## config.mk

```make
export PLATFORM = sky130hd
export DESIGN_NAME = pipeline_ctrl
export DESIGN_NICKNAME = d
export VERILOG_FILES = /design/src/rtl/pipeline_ctrl_pkg.sv /design/src/rtl/pipe_perf_counter.sv /design/src/rtl/pipeline_ctrl.sv
export SDC_FILE = /design/constraint.sdc
export NUM_CORES = 1
export LEC_CHECK = 0
export CORE_MARGIN = 2
export CORE_UTILIZATION = 27
export CTS_CLUSTER_SIZE = 12
export DETAILED_ROUTE_END_ITERATION = 10
export PLACE_DENSITY = 0.81
export RECOVER_POWER = 100
export SLEW_MARGIN = 10
export SYNTH_ARGS = -nofsm -noshare
export SYNTH_HDL_FRONTEND = slang
export SYNTH_SLANG_ARGS = --single-unit
```

## constraint.sdc

```tcl
create_clock -name clk -period 1.4 [get_ports clk]
set_input_delay 0.35 -clock clk [delete_from_list [all_inputs] [get_ports clk]]
set_output_delay 0.35 -clock clk [all_outputs]
set_load 0.05 [all_outputs]
```

## src/rtl/pipeline_ctrl_pkg.sv

```systemverilog
// Shared codes for the pipeline controller: instruction opcodes that raise
// stalls/halts upstream, and the controller FSM state encodings.
package pipeline_ctrl_pkg;

  localparam logic [6:0] OPC_BRANCH = 7'b1100011;
  localparam logic [6:0] OPC_JALR   = 7'b1100111;
  localparam logic [6:0] OPC_JAL    = 7'b1101111;
  localparam logic [6:0] OPC_SYSTEM = 7'b1110011;

  localparam int unsigned STALL_W   = 32;
  localparam logic [STALL_W-1:0] STALL_MAX = '1;

  typedef enum logic [1:0] {
    ST_RUN       = 2'd0,
    ST_CTRL_WAIT = 2'd1,
    ST_MEM_WAIT  = 2'd2,
    ST_HALT      = 2'd3
  } ctrl_state_t;

endpackage

```

## src/rtl/pipe_perf_counter.sv

```systemverilog
// Saturating stall-cycle counter used by pipeline_ctrl when PIPE_CTRL_PERF_EN is defined.
module pipe_perf_counter
  import pipeline_ctrl_pkg::*;
(
  input  logic               clk,
  input  logic               rst,
  input  logic               inc,
  output logic [STALL_W-1:0] count
);

  always_ff @(posedge clk) begin
    if (rst) begin
      count <= '0;
    end else if (inc && (count != STALL_MAX)) begin
      count <= count + 1'b1;
    end
  end

endmodule

```

## src/rtl/pipeline_ctrl.sv

```systemverilog
// Pipeline stall/flush/halt controller. Optional stall-cycle counter is built
// only when the macro PIPE_CTRL_PERF_EN is defined; otherwise stall_cycles is 0.
module pipeline_ctrl
  import pipeline_ctrl_pkg::*;
(
  input  logic               clk,
  input  logic               rst,
  input  logic               data_stall,
  input  logic               control_stall,
  input  logic               redirect_valid,
  input  logic               mem_req,
  input  logic               mem_ack,
  input  logic               halt_req,
  output logic               pc_en,
  output logic               if_en,
  output logic               alu_en,
  output logic               mem_en,
  output logic               wb_en,
  output logic               rr_bubble,
  output logic               if_flush,
  output logic               halted,
  output logic [STALL_W-1:0] stall_cycles,
  output ctrl_state_t        fsm_state
);

  ctrl_state_t state, saved, next_state, next_saved, eff_state;

  // Memory handshake: mem_req is held by MEM for as long as the access is
  // pending; the access completes in the first cycle mem_ack is high, and
  // that cycle is not frozen. Every cycle before it freezes the pipeline.
  always_comb begin
    pc_en      = 1'b0;
    if_en      = 1'b0;
    alu_en     = 1'b0;
    mem_en     = 1'b0;
    wb_en      = 1'b0;
    rr_bubble  = 1'b0;
    if_flush   = 1'b0;
    halted     = 1'b0;
    next_state = state;
    next_saved = saved;
    // On the ack cycle of a memory wait, behave as the state we froze in.
    eff_state  = (state == ST_MEM_WAIT) ? saved : state;
    if (rst) begin
      rr_bubble  = 1'b1;
      if_flush   = 1'b1;
      next_state = ST_RUN;
      next_saved = ST_RUN;
    end else if (halt_req || (state == ST_HALT)) begin
      halted     = 1'b1;
      next_state = ST_HALT;
    end else if (((state == ST_MEM_WAIT) || mem_req) && !mem_ack) begin
      next_state = ST_MEM_WAIT;
      if (state != ST_MEM_WAIT) next_saved = state;
    end else if (redirect_valid) begin
      {pc_en, if_en, alu_en, mem_en, wb_en} = 5'b11111;
      rr_bubble  = 1'b1;
      if_flush   = 1'b1;
      next_state = ST_RUN;
    end else if (eff_state == ST_CTRL_WAIT) begin
      {pc_en, if_en, alu_en, mem_en, wb_en} = 5'b01111;
      rr_bubble  = 1'b1;
      if_flush   = 1'b1;
      next_state = ST_CTRL_WAIT;
    end else if (control_stall) begin
      {pc_en, if_en, alu_en, mem_en, wb_en} = 5'b01111;
      if_flush   = 1'b1;
      next_state = ST_CTRL_WAIT;
    end else if (data_stall) begin
      {pc_en, if_en, alu_en, mem_en, wb_en} = 5'b00111;
      rr_bubble  = 1'b1;
      next_state = ST_RUN;
    end else begin
      {pc_en, if_en, alu_en, mem_en, wb_en} = 5'b11111;
      next_state = ST_RUN;
    end
  end

  always_ff @(posedge clk) begin
    if (rst) begin
      state <= ST_RUN;
      saved <= ST_RUN;
    end else begin
      state <= next_state;
      saved <= next_saved;
    end
  end

  assign fsm_state = state;

`ifdef PIPE_CTRL_PERF_EN
  pipe_perf_counter u_perf (
    .clk   (clk),
    .rst   (rst),
    .inc   (!pc_en && !halted),
    .count (stall_cycles)
  );
`else
  assign stall_cycles = '0;
`endif

endmodule
```

==> results of run 1 <==
==> registers in the layout (all words and copies together), names as in the netlist <==
signal and count:
fsm_state 2, saved 2
==> kinds of logic (layout without fill, tap and decap cells) <==
| kind of cell | Yosys count | in the layout | share of synthesized area [%] |
|---|---|---|---|
| and+or+nand+nor | 15 | 15 | 20.1 |
| buffers and inverters | 37 | 41 | 48.6 |
| muxes | 1 | 1 | 1.83 |
| DFF | 4 | 4 | 14.6 |
| other | 1 | 32 | 0.684 |
| AOI/OAI and AO/OA | 9 | 9 | 14.2 |
==> power groups by stage <==
stage          clock, uW  sequential (uW)  combinational (uW)
2_1_floorplan          0              151                 412
3_3_place_gp           0              132                 528
3_5_place_dp           0              132                 535
6_report             157              127                 574
4_1_cts              168              127                 574
5_1_grt              179              129                 594
==> final timing paths <==
path                                         startpoint                    end  slack [ns]
worst min-delay path              saved[0]$_SDFFE_PP0P_  saved[0]$_SDFFE_PP0P_        0.49
worst max-delay path            fsm_state[0]$_SDFF_PP0_                  if_en       -0.53
worst min register to register    saved[0]$_SDFFE_PP0P_  saved[0]$_SDFFE_PP0P_        0.49
worst max register to register  fsm_state[1]$_SDFF_PP0_  saved[0]$_SDFFE_PP0P_           0
==> placed cells by master, fill, tap and decap left out, types with 2 or more instances in the layout <==
master,netlist,routed
buf_6,0,3
a21oi_4,0,2
buf_4,34,14
nor2_1,7,3
dfxtp_4,0,2
clkbuf_1,1,2
nor2_4,0,2
buf_12,0,10
conb_1,1,32
dlygate4sd2_1,0,5
inv_1,2,2
nor2_2,0,2
clkbuf_4,0,3
==> routing by layer <==
metal	GRT usage (%)	vias to the layer above	share of wire [%]
li1	-	230	-
met1	10.1	227	27
met2	24.4	33	63
met3	3.99	2	8.6
met4	8.57	0	1.4
met5	0	-	0
==> area by class of cell <==
type	instances	area [sq um]	area share (%)
multi-input combinational	57	424	43.0
timing repair buffer	35	407	41.2
sequential	4	88.8	9.00
tap	27	33.8	3.42
clock buffer	4	26.3	2.66
inverter	2	7.51	0.760
==> per-stage QoR <==
step	power [uW]	utilization (%)	setup TNS (ns)	area, sq um	setup slack, ns
6_report	858	50.8	-3.29	987	-0.526
5_1_grt	902	50.8	-4.14	987	-0.607
4_1_cts	868	51.1	-3.31	992	-0.544
3_5_place_dp	667	45.2	-5.38	878	-0.656
3_3_place_gp	660	45.2	-5.01	878	-0.614
2_1_floorplan	563	-	-1.71	744	-0.400
==> critical path, delay by kind of cell (launching register included) <==
kind / cells / cell delay [ns]
compound gates: 1 / 0.31
simple gates: 2 / 0.50
buf+inv: 1 / 0.18
flops: 1 / 0.35
==> timing repair <==
action / in CTS / in global routing
pin swaps: 12 / 4
resized for setup: 20 / 1
endpoints found under the setup margin: 9 / 12
hold buffers: 0 / 0
setup buffers: 6 / 1
==> results.rst, run 1 <==
.. list-table::
   :header-rows: 1

   * - Metric
     - Value
   * - Req. time, crit path
     - 1.05 ns
   * - H-tree levels
     - 1
   * - Global-route wire length before repair
     - 2.21 mm
   * - Max Freq
     - 0.519 GHz
   * - Time the final worst path needs with I/O delays and setup
     - 1.93 ns
   * - Number of nets in the finished design
     - 111
   * - Number of hold violations in the final report
     - 0
   * - Number of clock sinks seen by CTS
     - 4
   * - Unrepaired setup endpoints after global routing
     - true
   * - EDFF count, synth
     - 0
   * - Worst hold path type
     - register to register
   * - Tot GR Track Use
     - 12.4%
   * - Critical path launch point type
     - register
   * - Clock insertion delay at the later pin of the skew report
     - 0.24 ns
   * - Final GP Congestion
     - 0.833
   * - Maximum number of pins on one net before global-route repair
     - 7
   * - Critical-path cell list
     - nor4bb_4 -> nor3_4 -> a311oi_4 -> buf_12
   * - Reg2Reg Depth
     - 6
   * - Number of distinct standard cells referenced by the synthesized netlist
     - 21
   * - Clock transition time at the flip-flop clock pins of the worst setup and hold paths
     - 0.04 ns
   * - Highest cell delay on the worst timing path
     - 0.40 ns
   * - Root buf cell
     - clkbuf_4
   * - Number of instances in the placed design
     - 120
   * - Data arrival, critical path
     - 1.58 ns
   * - Register area share after synthesis
     - 14.6%
   * - Filler instances
     - 192
   * - Via count of the first global-routing pass
     - 502
   * - Instance count along the most critical hold path
     - 2
   * - Core area
     - 1940 sq um
   * - Gate count of the mapped netlist
     - 67
   * - Total setup violations reported at the end of the flow
     - 9
   * - Fin worst setup slack
     - -0.526 ns
   * - Combinational group share of total power
     - 66.9%
   * - Prevailing post-synth register cell
     - dfxtp_1
   * - Yosys top cell by area
     - buf_4
   * - Startpoint-to-endpoint class of the critical path
     - register to output port
   * - Commonest cells post-synth
     - buf_4 (34), nor2_1 (7), dfxtp_1 (4)
   * - Top-Level Pins
     - 50
   * - Tightest hold margin
     - 0.491 ns
   * - Max Cap Viol
     - 0
   * - Via Count
     - 492
   * - Ys Warns
     - 0
   * - Clk_skew
     - 0.00461 ns
   * - Reported leakage power
     - 0.000447 uW
   * - Number of buffers added on ports
     - 17
   * - First drt pass iteration count
     - 4
   * - Final cell count without fillers
     - 129
   * - Violations in the final reports
     - setup timing
   * - Global route overflow
     - 0
   * - P_int
     - 417 uW
   * - Share of cells above drive strength 1
     - 48.0%
   * - Total clock buffers created by CTS
     - 3
   * - Top-area cell type share of the netlist area
     - 46.6%
   * - Run status
     - finished with violations
   * - Clk network pwr share
     - 18.2%
   * - Net switching power figure
     - 441 uW
   * - Std-Cell Rows
     - 16
   * - Cell area after synthesis
     - 548 sq um
   * - Peak VDD IR
     - 407 uV
   * - Number of diodes added for antenna fixing
     - 0
   * - Seq cells post-synth
     - 4
   * - Floorplan die width
     - 49.1 microns
   * - Post-Syn Area per Cell
     - 8.18 sq um
   * - TritonCTS clock tree
     - yes
   * - Switching part of the total
     - 51.4%
   * - Final clock period utilization by the worst path
     - 138%
   * - Critical-path top delay cell
     - nor4bb_4
   * - Portion of total power attributed to sequential cells
     - 14.8%
   * - Average wire per cell in the routed design
     - 10.6 microns
   * - Die area
     - 2410 sq um
   * - Starting density of the core
     - 28.2%
   * - Worst Path Max Fanout
     - 3
   * - Drt total wl
     - 1.37 mm
   * - Largest cells by area after synthesis
     - buf_4 (47%), dfxtp_1 (15%), nor2_1 (4.8%)
   * - Number of DRC markers after the initial detailed-route iteration
     - 1
   * - FFs w/ async S/R, synth
     - 0%
   * - Area growth from synthesis to final layout
     - 80.1%
   * - Initial antenna violation count
     - 0
   * - Remaining design rule violation count
     - 0
   * - Hpwl dp
     - 1.08 mm
   * - Power density normalized to cell area
     - 869 nW/um^2
   * - Deepest clock path buffer count
     - 2
   * - Most instantiated library cell after synthesis
     - buf_4
   * - Vias per inst
     - 3.81
   * - Vert. Die Dim
     - 49.1 microns
   * - Kind of end point of the critical path
     - output port
   * - Routed Antenna Nets
     - 0
   * - Count of pins over their slew limit
     - 0
Note: power is estimated with default switching activity, not from simulation.
==> run 2: changes to the inputs <==
--- a/config.mk
+++ b/config.mk
@@ -11,6 +11,7 @@
 export DETAILED_ROUTE_END_ITERATION = 10
 export PLACE_DENSITY = 0.81
 export RECOVER_POWER = 100
+export SKIP_LAST_GASP = 1
 export SLEW_MARGIN = 10
 export SYNTH_ARGS = -nofsm -noshare
 export SYNTH_HDL_FRONTEND = slang
==> run 2 against run 1 <==
  * The flow still finishes with violations (setup timing)
  * Combinational power about the same
  * Utilization decreased by 0.064 points
  * First-iteration DRC count unchanged
  * Largest power group unchanged
==> results.rst, run 2 (synthesized netlist as in run 1, its figures left out) <==
.. list-table::
   :header-rows: 1

   * - Metric
     - Value
   * - Run status
     - finished with violations (unchanged)
   * - Violations in the final reports
     - setup timing (unchanged)
   * - Number of clock sinks seen by CTS
     - 4 (unchanged)
   * - Routed Antenna Nets
     - 0 (unchanged)
   * - Hold Path Origin
     - saved[0]$_SDFFE_PP0P_ (unchanged)
   * - Floorplan die width
     - 49.1 microns (unchanged)
   * - Filler instances
     - 192 (unchanged)
   * - Reg2Reg Depth
     - 6 (unchanged)
   * - Most common cell after layout, fill and taps aside
     - conb_1 (unchanged)
   * - Worst-case register-to-register setup slack
     - 0 ns (about the same)
   * - Number of nets in the finished design
     - 111 (unchanged)
   * - Final-layout setup total negative slack
     - -3.31 ns (was -3.29 ns)
   * - Worst Path Max Fanout
     - 3 (unchanged)
   * - Data arrival, critical path
     - 1.58 ns (about the same)
   * - Unrepaired setup endpoints after global routing
     - true (unchanged)
   * - Final Total Pwr
     - 858 uW (about the same)
   * - Deepest clock path buffer count
     - 2 (unchanged)
   * - Req. time, crit path
     - 1.05 ns (about the same)
   * - Area growth from synthesis to final layout
     - 79.9% (was 80.1%)
   * - Starting density of the core
     - 28.2% (unchanged)
   * - Peak VDD IR
     - 408 uV (was 407 uV)
   * - Power density normalized to cell area
     - 870 nW/um^2 (was 869 nW/um^2)
   * - Total cell area at the placement stage
     - 878 sq um (unchanged)
   * - Maximum number of pins on one net before global-route repair
     - 7 (unchanged)
   * - Clk_skew
     - 0.00461 ns (unchanged)
   * - Top-Level Pins
     - 50 (unchanged)
   * - Vias per inst
     - 3.84 (was 3.81)
   * - Tot GR Track Use
     - 12.4% (unchanged)
   * - Max Freq
     - 0.519 GHz (unchanged)
   * - Critical path launch point type
     - register (unchanged)
   * - Total setup violations reported at the end of the flow
     - 9 (unchanged)
   * - Share of cells above drive strength 1
     - 48.0% (unchanged)
   * - Reported leakage power
     - 0.000447 uW (about the same)
   * - Core area
     - 1940 sq um (unchanged)
   * - Hpwl dp
     - 1.08 mm (unchanged)
   * - Average wire per cell in the routed design
     - 10.7 microns (was 10.6 microns)
   * - First drt pass iteration count
     - 4 (unchanged)
   * - H-tree levels
     - 1 (unchanged)
   * - Via count of the first global-routing pass
     - 502 (unchanged)
   * - Die area
     - 2410 sq um (unchanged)
   * - Cell area after layout
     - 986 sq um (was 987 sq um)
   * - Reg2reg end
     - saved[0]$_SDFFE_PP0P_ (unchanged)
   * - Max Cap Viol
     - 0 (unchanged)
   * - Global-route wire length before repair
     - 2.21 mm (unchanged)
   * - Register cell area after layout
     - 88.8 sq um (unchanged)
   * - Std-Cell Rows
     - 16 (unchanged)
   * - Clock insertion delay at the later pin of the skew report
     - 0.24 ns (about the same)
   * - Kind of end point of the critical path
     - output port (unchanged)
   * - Time the final worst path needs with I/O delays and setup
     - 1.93 ns (unchanged)
   * - Final GP Congestion
     - 0.833 (unchanged)
   * - Drt total wl
     - 1.37 mm (about the same)
   * - Final clock period utilization by the worst path
     - 138% (unchanged)
   * - Number of DRC markers after the initial detailed-route iteration
     - 1 (unchanged)
   * - Min-Delay Endpoint
     - saved[0]$_SDFFE_PP0P_ (unchanged)
   * - Number of buffers added on ports
     - 17 (unchanged)
   * - Critical R2R Launch
     - fsm_state[1]$_SDFF_PP0_ (unchanged)
   * - Count of pins over their slew limit
     - 0 (unchanged)
   * - Area of the multi-input gates
     - 424 sq um (unchanged)
   * - Commonest non-fill, non-tap cells in the layout
     - conb_1 (32), buf_4 (14), buf_12 (10), dlygate4sd2_1 (6) (was conb_1 (32), buf_4 (14), buf_12 (10), dlygate4sd2_1 (5))
   * - TritonCTS clock tree
     - yes (unchanged)
   * - Global route overflow
     - 0 (unchanged)
   * - Vert. Die Dim
     - 49.1 microns (unchanged)
   * - Fin worst setup slack
     - -0.526 ns (unchanged)
   * - Number of hold violations in the final report
     - 0 (unchanged)
   * - Initial antenna violation count
     - 0 (unchanged)
   * - Total clock buffers created by CTS
     - 3 (unchanged)
   * - Via Count
     - 495 (was 492)
   * - Startpoint-to-endpoint class of the critical path
     - register to output port (unchanged)
   * - Cts-stage hold buffer count
     - 0 (unchanged)
   * - Number of diodes added for antenna fixing
     - 0 (unchanged)
   * - Clock transition time at the flip-flop clock pins of the worst setup and hold paths
     - 0.04 ns (about the same)
   * - Remaining design rule violation count
     - 0 (unchanged)
   * - Instance count along the most critical hold path
     - 2 (unchanged)
   * - Root buf cell
     - clkbuf_4 (unchanged)
   * - Worst hold path type
     - register to register (unchanged)
==> run 2: critical path, cell delays in order, from the launching register on <==
cell and delay, ns:
dfxtp_4 0.35, nor4bb_4 0.40, nor3_4 0.10, a311oi_4 0.31, buf_12 0.18
==> run 2: repair_timing <==
item,in CTS,in global routing
buffers inserted,6,1
gates cloned,0,0
gates resized for setup,18,2
pin swaps,12,4
endpoints found under the setup margin,9,12
endpoints found under the hold margin,0,0
==> run 2: worst max path at each step <==
stage,slack [ns],depth (start not counted),to,start
after floorplan,-0.40,3,if_en,fsm_state[1]$_SDFF_PP0_
after global placement,-0.61,5,if_en,halt_req
after detailed placement,-0.66,5,if_en,halt_req
after CTS,-0.54,4,if_en,fsm_state[0]$_SDFF_PP0_
after global routing,-0.61,4,if_en,fsm_state[0]$_SDFF_PP0_
final,-0.53,4,if_en,fsm_state[0]$_SDFF_PP0_
==> run 2: cell type report <==
cell class | count | area share, %
inverters | 2 | 0.761
flip-flops and latches | 4 | 9.01
repair buffers | 35 | 41.1
multi-input cells | 57 | 43.0
clock buffers | 4 | 2.66
well taps | 27 | 3.43
==> run 2: power by group <==
group	leakage [uW]	internal [uW]	switching, uW	total (uW)
registers	0.0000344	121	6.10	127
clock network	0.0000150	107	49.5	157
logic	0.000398	188	386	574
==> run 2: metrics by stage <==
stage	hold slack (ns)	utilization [%]	cells	setup WS (ns)
6_report	0.491	50.8	129	-0.526
5_1_grt	0.527	50.8	129	-0.607
4_1_cts	0.498	50.8	128	-0.544
3_5_place_dp	0.503	45.2	120	-0.656
3_3_place_gp	0.485	45.2	120	-0.614
2_1_floorplan	0.461	-	98	-0.400
==> run 2: routing by layer <==
layer	up-vias	GRT usage, %	share of wire, %
met1	230	10.1	28
li1	230	-	-
met4	0	8.57	1.4
met5	-	0	0
met2	33	24.4	62
met3	2	3.99	8.5
